**src/rtl/gate_bist_ctrl_if.sv**
```systemverilog
// gate_bist_ctrl_if: control, status and gate-drive bundle between a test master, the BIST sequencer and one gate
//   start, abort        : run control from the test master
//   gate_y              : output of the gate under test, read by the sequencer
//   gate_a, gate_b      : drive to the gate inputs A and B
//   busy, done, pass    : run status; pass valid while done
//   fail_vec, fail_y    : {B,A} index and captured gate_y of the first mismatch
interface gate_bist_ctrl_if;
    logic       start;
    logic       abort;
    logic       gate_y;
    logic       gate_a;
    logic       gate_b;
    logic       busy;
    logic       done;
    logic       pass;
    logic [1:0] fail_vec;
    logic       fail_y;
    modport master (
        output start, abort, gate_y,
        input  gate_a, gate_b, busy, done, pass, fail_vec, fail_y
    );
    modport slave (
        input  start, abort, gate_y,
        output gate_a, gate_b, busy, done, pass, fail_vec, fail_y
    );
endinterface

```
**src/rtl/gate_bist_ctrl.sv**
```systemverilog
// gate_bist_ctrl: BIST sequencer walking a 2-input gate through all four input vectors against a truth table
//   clk   : rising-edge clock
//   rst_  : asynchronous active-low reset
//   bus   : slave side of gate_bist_ctrl_if (start/abort/gate_y in; gate drive, status and result out)
//   TRUTH : expected gate_y indexed by {B,A}
//   SETTLE: cycles each vector is held before its compare cycle (1..15)
module gate_bist_ctrl #(
    parameter logic [3:0] TRUTH  = 4'b1110,
    parameter logic [3:0] SETTLE = 4'd2
) (
    input logic             clk,
    input logic             rst_,
    gate_bist_ctrl_if.slave bus
);
    localparam logic [1:0] IDLE  = 2'd0;
    localparam logic [1:0] WAIT  = 2'd1;
    localparam logic [1:0] CHECK = 2'd2;
    localparam logic [1:0] DONE  = 2'd3;
    logic [1:0] state;
    logic [1:0] vec;
    logic [3:0] cnt;
    logic       pass;
    logic [1:0] fail_vec;
    logic       fail_y;
    always_ff @(posedge clk or negedge rst_) begin
        if (!rst_) begin
            state    <= IDLE;
            vec      <= 2'd0;
            cnt      <= 4'd0;
            pass     <= 1'b0;
            fail_vec <= 2'd0;
            fail_y   <= 1'b0;
        end else if (bus.abort) begin
            state    <= IDLE;
            vec      <= 2'd0;
            cnt      <= 4'd0;
            pass     <= 1'b0;
            fail_vec <= 2'd0;
            fail_y   <= 1'b0;
        end else begin
            case (state)
                IDLE, DONE: if (bus.start) begin
                    state    <= WAIT;
                    vec      <= 2'd0;
                    cnt      <= SETTLE;
                    pass     <= 1'b0;
                    fail_vec <= 2'd0;
                    fail_y   <= 1'b0;
                end
                WAIT: begin
                    cnt <= cnt - 1'b1;
                    if (cnt == 4'd1) state <= CHECK;
                end
                default: begin
                    // case-equality so an X or Z from the gate counts as a mismatch
                    if (bus.gate_y !== TRUTH[vec]) begin
                        state    <= DONE;
                        fail_vec <= vec;
                        fail_y   <= bus.gate_y;
                    end else if (vec == 2'd3) begin
                        state <= DONE;
                        pass  <= 1'b1;
                    end else begin
                        state <= WAIT;
                        vec   <= vec + 1'b1;
                        cnt   <= SETTLE;
                    end
                end
            endcase
        end
    end
    // gate drive is the vector register itself, so it only moves on entry to WAIT
    assign bus.gate_a   = vec[0];
    assign bus.gate_b   = vec[1];
    assign bus.busy     = (state == WAIT) || (state == CHECK);
    assign bus.done     = state == DONE;
    assign bus.pass     = pass;
    assign bus.fail_vec = fail_vec;
    assign bus.fail_y   = fail_y;
endmodule

```
**src/flat_wrapper.sv**
```systemverilog
// flat-port wrapper written by rule: the top's interface ports become plain ports
module gate_bist_ctrl_flat 
#(
    parameter logic [3:0] TRUTH  = 4'b1110,
    parameter logic [3:0] SETTLE = 4'd2
)
  (clk, rst_, bus_start, bus_abort, bus_gate_y, bus_gate_a, bus_gate_b, bus_busy, bus_done, bus_pass, bus_fail_vec, bus_fail_y);
  gate_bist_ctrl_if bus_i ();
  input logic clk;
  input logic rst_;
  input wire logic [$bits(bus_i.start)-1:0] bus_start;
  input wire logic [$bits(bus_i.abort)-1:0] bus_abort;
  input wire logic [$bits(bus_i.gate_y)-1:0] bus_gate_y;
  output wire logic [$bits(bus_i.gate_a)-1:0] bus_gate_a;
  output wire logic [$bits(bus_i.gate_b)-1:0] bus_gate_b;
  output wire logic [$bits(bus_i.busy)-1:0] bus_busy;
  output wire logic [$bits(bus_i.done)-1:0] bus_done;
  output wire logic [$bits(bus_i.pass)-1:0] bus_pass;
  output wire logic [$bits(bus_i.fail_vec)-1:0] bus_fail_vec;
  output wire logic [$bits(bus_i.fail_y)-1:0] bus_fail_y;
  assign bus_i.start = bus_start;
  assign bus_i.abort = bus_abort;
  assign bus_i.gate_y = bus_gate_y;
  assign bus_gate_a = bus_i.gate_a;
  assign bus_gate_b = bus_i.gate_b;
  assign bus_busy = bus_i.busy;
  assign bus_done = bus_i.done;
  assign bus_pass = bus_i.pass;
  assign bus_fail_vec = bus_i.fail_vec;
  assign bus_fail_y = bus_i.fail_y;
  gate_bist_ctrl #(.TRUTH(TRUTH), .SETTLE(SETTLE)) u_core (.clk(clk), .rst_(rst_), .bus(bus_i));
endmodule
```
**config.mk**
```make
export PLATFORM = sky130hd
export DESIGN_NAME = gate_bist_ctrl_flat
export DESIGN_NICKNAME = d
export VERILOG_FILES = /design/src/rtl/gate_bist_ctrl_if.sv /design/src/rtl/gate_bist_ctrl.sv /design/src/flat_wrapper.sv
export SDC_FILE = /design/constraint.sdc
export NUM_CORES = 1
export LEC_CHECK = 0
export CORE_UTILIZATION = 50
export CTS_CLUSTER_DIAMETER = 150
export DETAILED_ROUTE_END_ITERATION = 16
export PLACE_DENSITY = 0.76
export SLEW_MARGIN = 20
export SYNTH_ARGS = -nofsm -noshare
export SYNTH_HDL_FRONTEND = slang
export SYNTH_SLANG_ARGS = --single-unit
```
**constraint.sdc**
```tcl
create_clock -name clk -period 2.15 [get_ports clk]
set_input_delay 0.43 -clock clk [delete_from_list [all_inputs] [get_ports clk]]
set_output_delay 0.43 -clock clk [all_outputs]
set_load 0.01 [all_outputs]
```
==> results.sh, run 1 <==
export IMPL_cp_data_required_time_ps=1720
export IMPL_cts_tree="built"
export IMPL_start_util=0.553
export IMPL_yosysTopAreaCell="dfrtp_1"
export IMPL_synth_distinct_cells=33
export IMPL_die_area_um2=1630
export IMPL_grt_max_degree=13
export IMPL_maxClockFrequency_mhz=493
export IMPL_crit_top_cell="inv_1"
export IMPL_path_buf_inv=3
export IMPL_worst_slew_pin_slew_ps=552
export IMPL_grt_antenna_before_repair=0
export IMPL_r2r_end="u_core.cnt[2]"
export IMPL_final_layout_size_suffix_gt1_frac=0.115
export IMPL_clk_latency_ps=280
export IMPL_pwr_density_cell_nw_per_um2=1200
export IMPL_track_usage=0.243
export IMPL_ir_worst_vdd_mv=0.564
export IMPL_end_kind="primary output"
export IMPL_rr_worst_depth=6
export IMPL_synthXorXnorAreaFrac=0.0220
export IMPL_die_h_um=40.4
export IMPL_synth_seq_area_share=0.407
export IMPL_cp_slowest_stage_delay_ps=520
export IMPL_synth_area_leaders="dfrtp_1, ha_1, a22o_1"
export IMPL_numCtsBuffers=3
export IMPL_via_per_inst=5.73
export IMPL_drt_initial_drc_count=8
export IMPL_p_leak_nw=0.426
export IMPL_synth_mux_area_frac=0.0288
export IMPL_synth_top_family_by_area="compound AO/OA/AOI/OAI gates"
export IMPL_grt_first_pass_wirelength_um=2460
export IMPL_clock_sinks=12
export IMPL_finalClockSkew_ps=6.86
export IMPL_synth_seq_cells=12
export IMPL_r2r_start="u_core.state[1]"
export IMPL_gr_max_usage_layer="met2"
export IMPL_avgRoutedWirePerCell_um=15.1
export IMPL_grt_pass1_vias=552
export IMPL_firstDrtPassIters=4
export IMPL_finalHoldViolCount=0
export IMPL_h_tree_depth=1
export IMPL_synthArstFlopShare=1.00
export IMPL_crit_chain="inv_1 -> ha_4 -> inv_1 -> clkdlybuf4s50_1"
export IMPL_ys_flop_type="dfrtp_1"
export IMPL_drt_drc_violations_left=0
export IMPL_crit_type="reg2out"
export IMPL_syn_area_um2=738
export IMPL_postRouteAntennaNets=0
export IMPL_cts_root_buf="clkbuf_4"
export IMPL_maxSlewHeadroom=0.631
export IMPL_synthTopCellsByCount="dfrtp_1, inv_1, ha_1, a22o_1, nand2b_1"
export IMPL_setup_viol=0
export IMPL_hold_path_class="in2async"
export IMPL_diodes=0
export IMPL_clockBufferDepth=2
export IMPL_synth_warnings=0
export IMPL_synthAdderAreaFrac=0.119
export IMPL_dieWidth_um=40.4
export IMPL_arrival_ps=1600
export IMPL_hpwl_um=1090
export IMPL_placedCellCount=98
export IMPL_row_count=13
export IMPL_use_met1=0.284
export IMPL_outcome="finished clean"
export IMPL_routed_wl_um=1540
export IMPL_layout_nets=100
export IMPL_synth_simple_area_share=0.154
export IMPL_post_route_min_period_ps=2030
export IMPL_core_um2=1330
export IMPL_maxSlewViolCount=0
export IMPL_cp_slowest_cell="clkdlybuf4s50_1"
export IMPL_syn2layout_area_growth_pct=25.8
export IMPL_synth_top_area_share=0.407
export IMPL_start_kind="flop"
export IMPL_synth_edf_count=0
export IMPL_avgSynthCellArea_um2=10.4
export IMPL_p_total_mw=1.11
export IMPL_synth_most_common_cell="dfrtp_1"
export IMPL_critPathMaxFanout=6
export IMPL_grt_use_met3=0.0889
export IMPL_rsz0062_at_grt="no"
export IMPL_via_count=584
export IMPL_hold_slack_ps=500
export IMPL_max_cap_violations=0
export IMPL_min_period_over_period=0.944
export IMPL_fin_cells=102
export IMPL_gp_congestion=0.773
export IMPL_io_buffers=12
export IMPL_grt_use_met2=0.377
export IMPL_gr_total_overflow=0
export IMPL_synth_compound_area_frac=0.222
export IMPL_io_pins=13
export IMPL_synth_cells=71
export IMPL_path_delay_family="buffers and inverters"
export IMPL_r2r_slack_ps=320
export IMPL_synth_net_count=83
export IMPL_path_clk_slew_ps=80
export IMPL_final_setup_tns_ps=0
## metrics by stage
stage	util	cell area (um2)	setup WS (ps)
6_report	0.696	928	120
5_1_grt	0.696	928	50.7
2_1_floorplan	-	738	424
4_1_cts	0.687	916	24.3
3_3_place_gp	0.659	880	196
3_5_place_dp	0.659	880	189
## cell families (layout without fill, tap and decap cells)
logic type,Yosys count,count (layout)
buf+inv,9,25
simple gates,18,18
compound gates,22,22
mux,2,2
flops,12,12
fa+ha+maj,7,7
xor+xnor,1,1
## sequential cells by signal, summed over array words and instances, names as in the netlist
register             cells
u_core.cnt               4
u_core.bus.fail_vec      2
u_core.state             2
u_core.vec               2
u_core.bus.fail_y        1
u_core.bus.pass          1
## where the power goes
part / total (mW) / internal (mW) / switching, mW
clock: 0.184 / 0.103 / 0.0807
combinational: 0.575 / 0.280 / 0.295
sequential: 0.355 / 0.285 / 0.0706
total: 1.11 / 0.668 / 0.447
## how the worst max path moves through the flow
| stage | startpoint | cells past startpoint | slack [ps] | endpoint |
|---|---|---|---|---|
| 3_5_place_dp | bus_gate_y | 5 | 190 | u_core.cnt[2] |
| 6_report | u_core.state[0] | 4 | 120 | bus_busy |
| 3_3_place_gp | bus_gate_y | 5 | 200 | u_core.cnt[2] |
| 5_1_grt | u_core.state[0] | 4 | 50 | bus_busy |
| 2_1_floorplan | u_core.state[0] | 5 | 420 | u_core.cnt[1] |
| 4_1_cts | u_core.state[0] | 4 | 20 | bus_busy |
## per-layer routing
metal	up-vias	wire length [um]
li1	287	-
met1	283	743
met2	9	728
met3	5	44
met4	0	27
met5	-	0
## cell usage in the layout (no fill, tap or decap), types with 2 or more instances in the layout
cell,Yosys,final
ha_1,7,6
inv_1,8,8
dfrtp_1,12,12
nand2b_1,4,4
clkdlybuf4s50_1,0,12
clkbuf_4,0,3
a22o_1,4,4
or2_1,2,2
a21oi_1,3,3
a211o_1,2,2
nor2_1,3,3
o21ai_0,3,3
## final cells by class
type	instances	area [um2]
multi-input cells	50	415
inverters	8	30.0
repair buffers	13	128
well taps	15	18.8
flip-flops and latches	12	300
fillers	107	405
clock buffers	4	36.3
## what timing repair did
| item | 4_1_cts | 5_1_grt |
|---|---|---|
| endpoints found under the setup margin | 0 | 1 |
| gates resized for setup | 0 | 1 |
| hold buffers | 0 | 0 |
| setup buffers | 0 | 0 |
Note: power is estimated with default switching activity, not from simulation.
==> run 2: changes to the inputs <==
- DONT_BUFFER_PORTS: default -> 1
- GPL_ROUTABILITY_DRIVEN: default -> 0
- PLACE_DENSITY: 0.76 -> default
==> run 2 against run 1 <==
  * Clock power decreased by 27%
  * Core utilization down 11 points
  * Sequential cell count unchanged
  * Cell area decreased by 15%
  * Wire length shrank 13%
  * Maximum frequency up 11%
  * Register-to-register slack is essentially flat
  * Sequential power up 2%
  * Critical path depth increased by 1
  * Highest routed layer unchanged
==> results.sh, run 2 (synthesis gave the netlist of run 1 again) <==
export IMPL_finalClockSkew_ps=4.58
export IMPL_clk_latency_ps=270
export IMPL_avgRoutedWirePerCell_um=15.0
export IMPL_postRouteAntennaNets=0
export IMPL_maxSlewHeadroom=0.636
export IMPL_maxSlewViolCount=0
export IMPL_gr_total_overflow=0
export IMPL_routed_wl_um=1340
export IMPL_clkPwrFrac=0.143
export IMPL_end_kind="flop"
export IMPL_switching_share=0.424
export IMPL_cp_data_required_time_ps=2310
export IMPL_crit_type="reg2reg"
export IMPL_track_usage=0.215
export IMPL_maxClockFrequency_mhz=546
export IMPL_worst_path_stages=5
export IMPL_grt_antenna_before_repair=0
export IMPL_h_tree_depth=1
export IMPL_path_delay_family="simple AND/OR/NAND/NOR gates"
export IMPL_cp_slowest_stage_delay_ps=400
export IMPL_grt_pass1_vias=505
export IMPL_mostFrequentLayoutCells="dfrtp_1, inv_1, ha_1, nand2b_1, a22o_1"
export IMPL_io_pins=13
export IMPL_hold_path_class="in2reg"
export IMPL_start_kind="flop"
export IMPL_clockBufferDepth=2
export IMPL_clock_sinks=12
export IMPL_cts_tree="built"
export IMPL_core_um2=1330
export IMPL_diodes=0
export IMPL_syn2layout_area_growth_pct=6.27
export IMPL_start_util=0.553
export IMPL_grt_first_pass_wirelength_um=2260
export IMPL_intPower_mw=0.544
export IMPL_seq_power_share=0.382
export IMPL_post_route_min_period_ps=1830
export IMPL_outcome="finished clean"
export IMPL_firstDrtPassIters=3
export IMPL_mostFrequentLayoutCell="dfrtp_1"
export IMPL_n_fill_cell=126
export IMPL_cts_root_buf="clkbuf_4"
export IMPL_ir_worst_vdd_mv=0.473
export IMPL_io_buffers=0
export IMPL_pwr_density_cell_nw_per_um2=1200
export IMPL_p_total_mw=0.945
export IMPL_grt_max_degree=13
export IMPL_via_count=540
export IMPL_final_setup_tns_ps=0
export IMPL_numCtsBuffers=3
export IMPL_dieWidth_um=40.4
export IMPL_via_per_inst=6.07
export IMPL_layout_nets=88
export IMPL_cp_slowest_cell="dfrtp_1"
export IMPL_min_period_over_period=0.851
export IMPL_p_comb_frac=0.475
export IMPL_path_buf_inv=1
export IMPL_rsz0062_at_grt="no"
export IMPL_p_sw_mw=0.401
export IMPL_p_leak_nw=0.375
export IMPL_finalHoldViolCount=0
export IMPL_setup_viol=0
export IMPL_drt_drc_violations_left=0
export IMPL_die_area_um2=1630
export IMPL_max_cap_violations=0
export IMPL_largest_reg_flops=4
export IMPL_final_layout_size_suffix_gt1_frac=0.0946
export IMPL_top_register="u_core.cnt"
export IMPL_worst_slew_pin_slew_ps=545
export IMPL_row_count=13
export IMPL_hpwl_um=1020
export IMPL_crit_chain="inv_1 -> ha_1 -> or2_1 -> or3_1 -> a32o_1"
export IMPL_whs_path_depth=1
export IMPL_die_h_um=40.4
export IMPL_cts_resized=0
export IMPL_drt_initial_drc_count=16
export IMPL_critPathMaxFanout=6
export IMPL_arrival_ps=1990
export IMPL_rr_worst_depth=5
export IMPL_path_clk_slew_ps=70
## run 2: cell count changes in the layout (fill, tap and decap cells not counted)
cell,change
buf_4,-1
clkbuf_8,-1
clkdlybuf4s50_1,-12
dlygate4sd3_1,+1
ha_1,+1
ha_4,-1
## run 2: metrics by stage
stage                     cells  hold slack [ps]  setup WS [ps]  area, um2   util
after floorplan              71              134            424        738      -
after global placement       85              135            314        752  0.564
after detailed placement     85              135            327        752  0.564
after CTS                    89              212            307        785  0.588
after global routing         89              206            191        785  0.588
final                        89              219            320        785  0.588
## run 2: worst paths after layout
| check | to | from | slack [ps] |
|---|---|---|---|
| setup / recovery | u_core.cnt[1] | u_core.state[0] | 320 |
| min in group asynchronous | u_core.cnt[1] | rst_ | 580 |
| setup reg to reg | u_core.cnt[1] | u_core.state[0] | 320 |
| hold / removal | u_core.state[0] | bus_abort | 220 |
| max in group asynchronous | u_core.cnt[2] | rst_ | 1210 |
| hold reg to reg | u_core.cnt[3] | u_core.cnt[3] | 540 |
## run 2: per-layer routing
metal / share of wire / wire [um] / global-route usage / up-vias
met4: 0.019 / 25 / 0.125 / 0
met1: 0.49 / 651 / 0.296 / 262
met5: 0 / 0 / 0 / -
met3: 0.028 / 38 / 0.0500 / 4
li1: - / - / - / 265
met2: 0.47 / 622 / 0.302 / 9
## run 2: power by group through the flow
stage | combinational, mW | clock [mW] | sequential (mW)
4_1_cts | 0.457 | 0.142 | 0.363
3_3_place_gp | 0.450 | 0 | 0.366
5_1_grt | 0.510 | 0.151 | 0.374
6_report | 0.449 | 0.135 | 0.361
2_1_floorplan | 0.375 | 0 | 0.347
3_5_place_dp | 0.446 | 0 | 0.367
## run 2: layout make-up
type                    instances  area, um2  area share
repair buffers                  1       10.0      0.0128
multi-input cells              50        403       0.514
well taps                      15       18.8      0.0239
clock buffers                   3       22.5      0.0287
flip-flops and latches         12        300       0.383
inverters                       8       30.0      0.0383
## run 2: worst register-to-register path, cell delays in order, from the launching register on
cell	delay, ps
dfrtp_1	400
inv_1	60
ha_1	350
or2_1	310
or3_1	360
a32o_1	250
## run 2: what timing repair did
| action | 4_1_cts | 5_1_grt |
|---|---|---|
| hold endpoints to repair | 12 | 0 |
| hold buffers | 1 | 0 |
| buffers inserted | 0 | 0 |
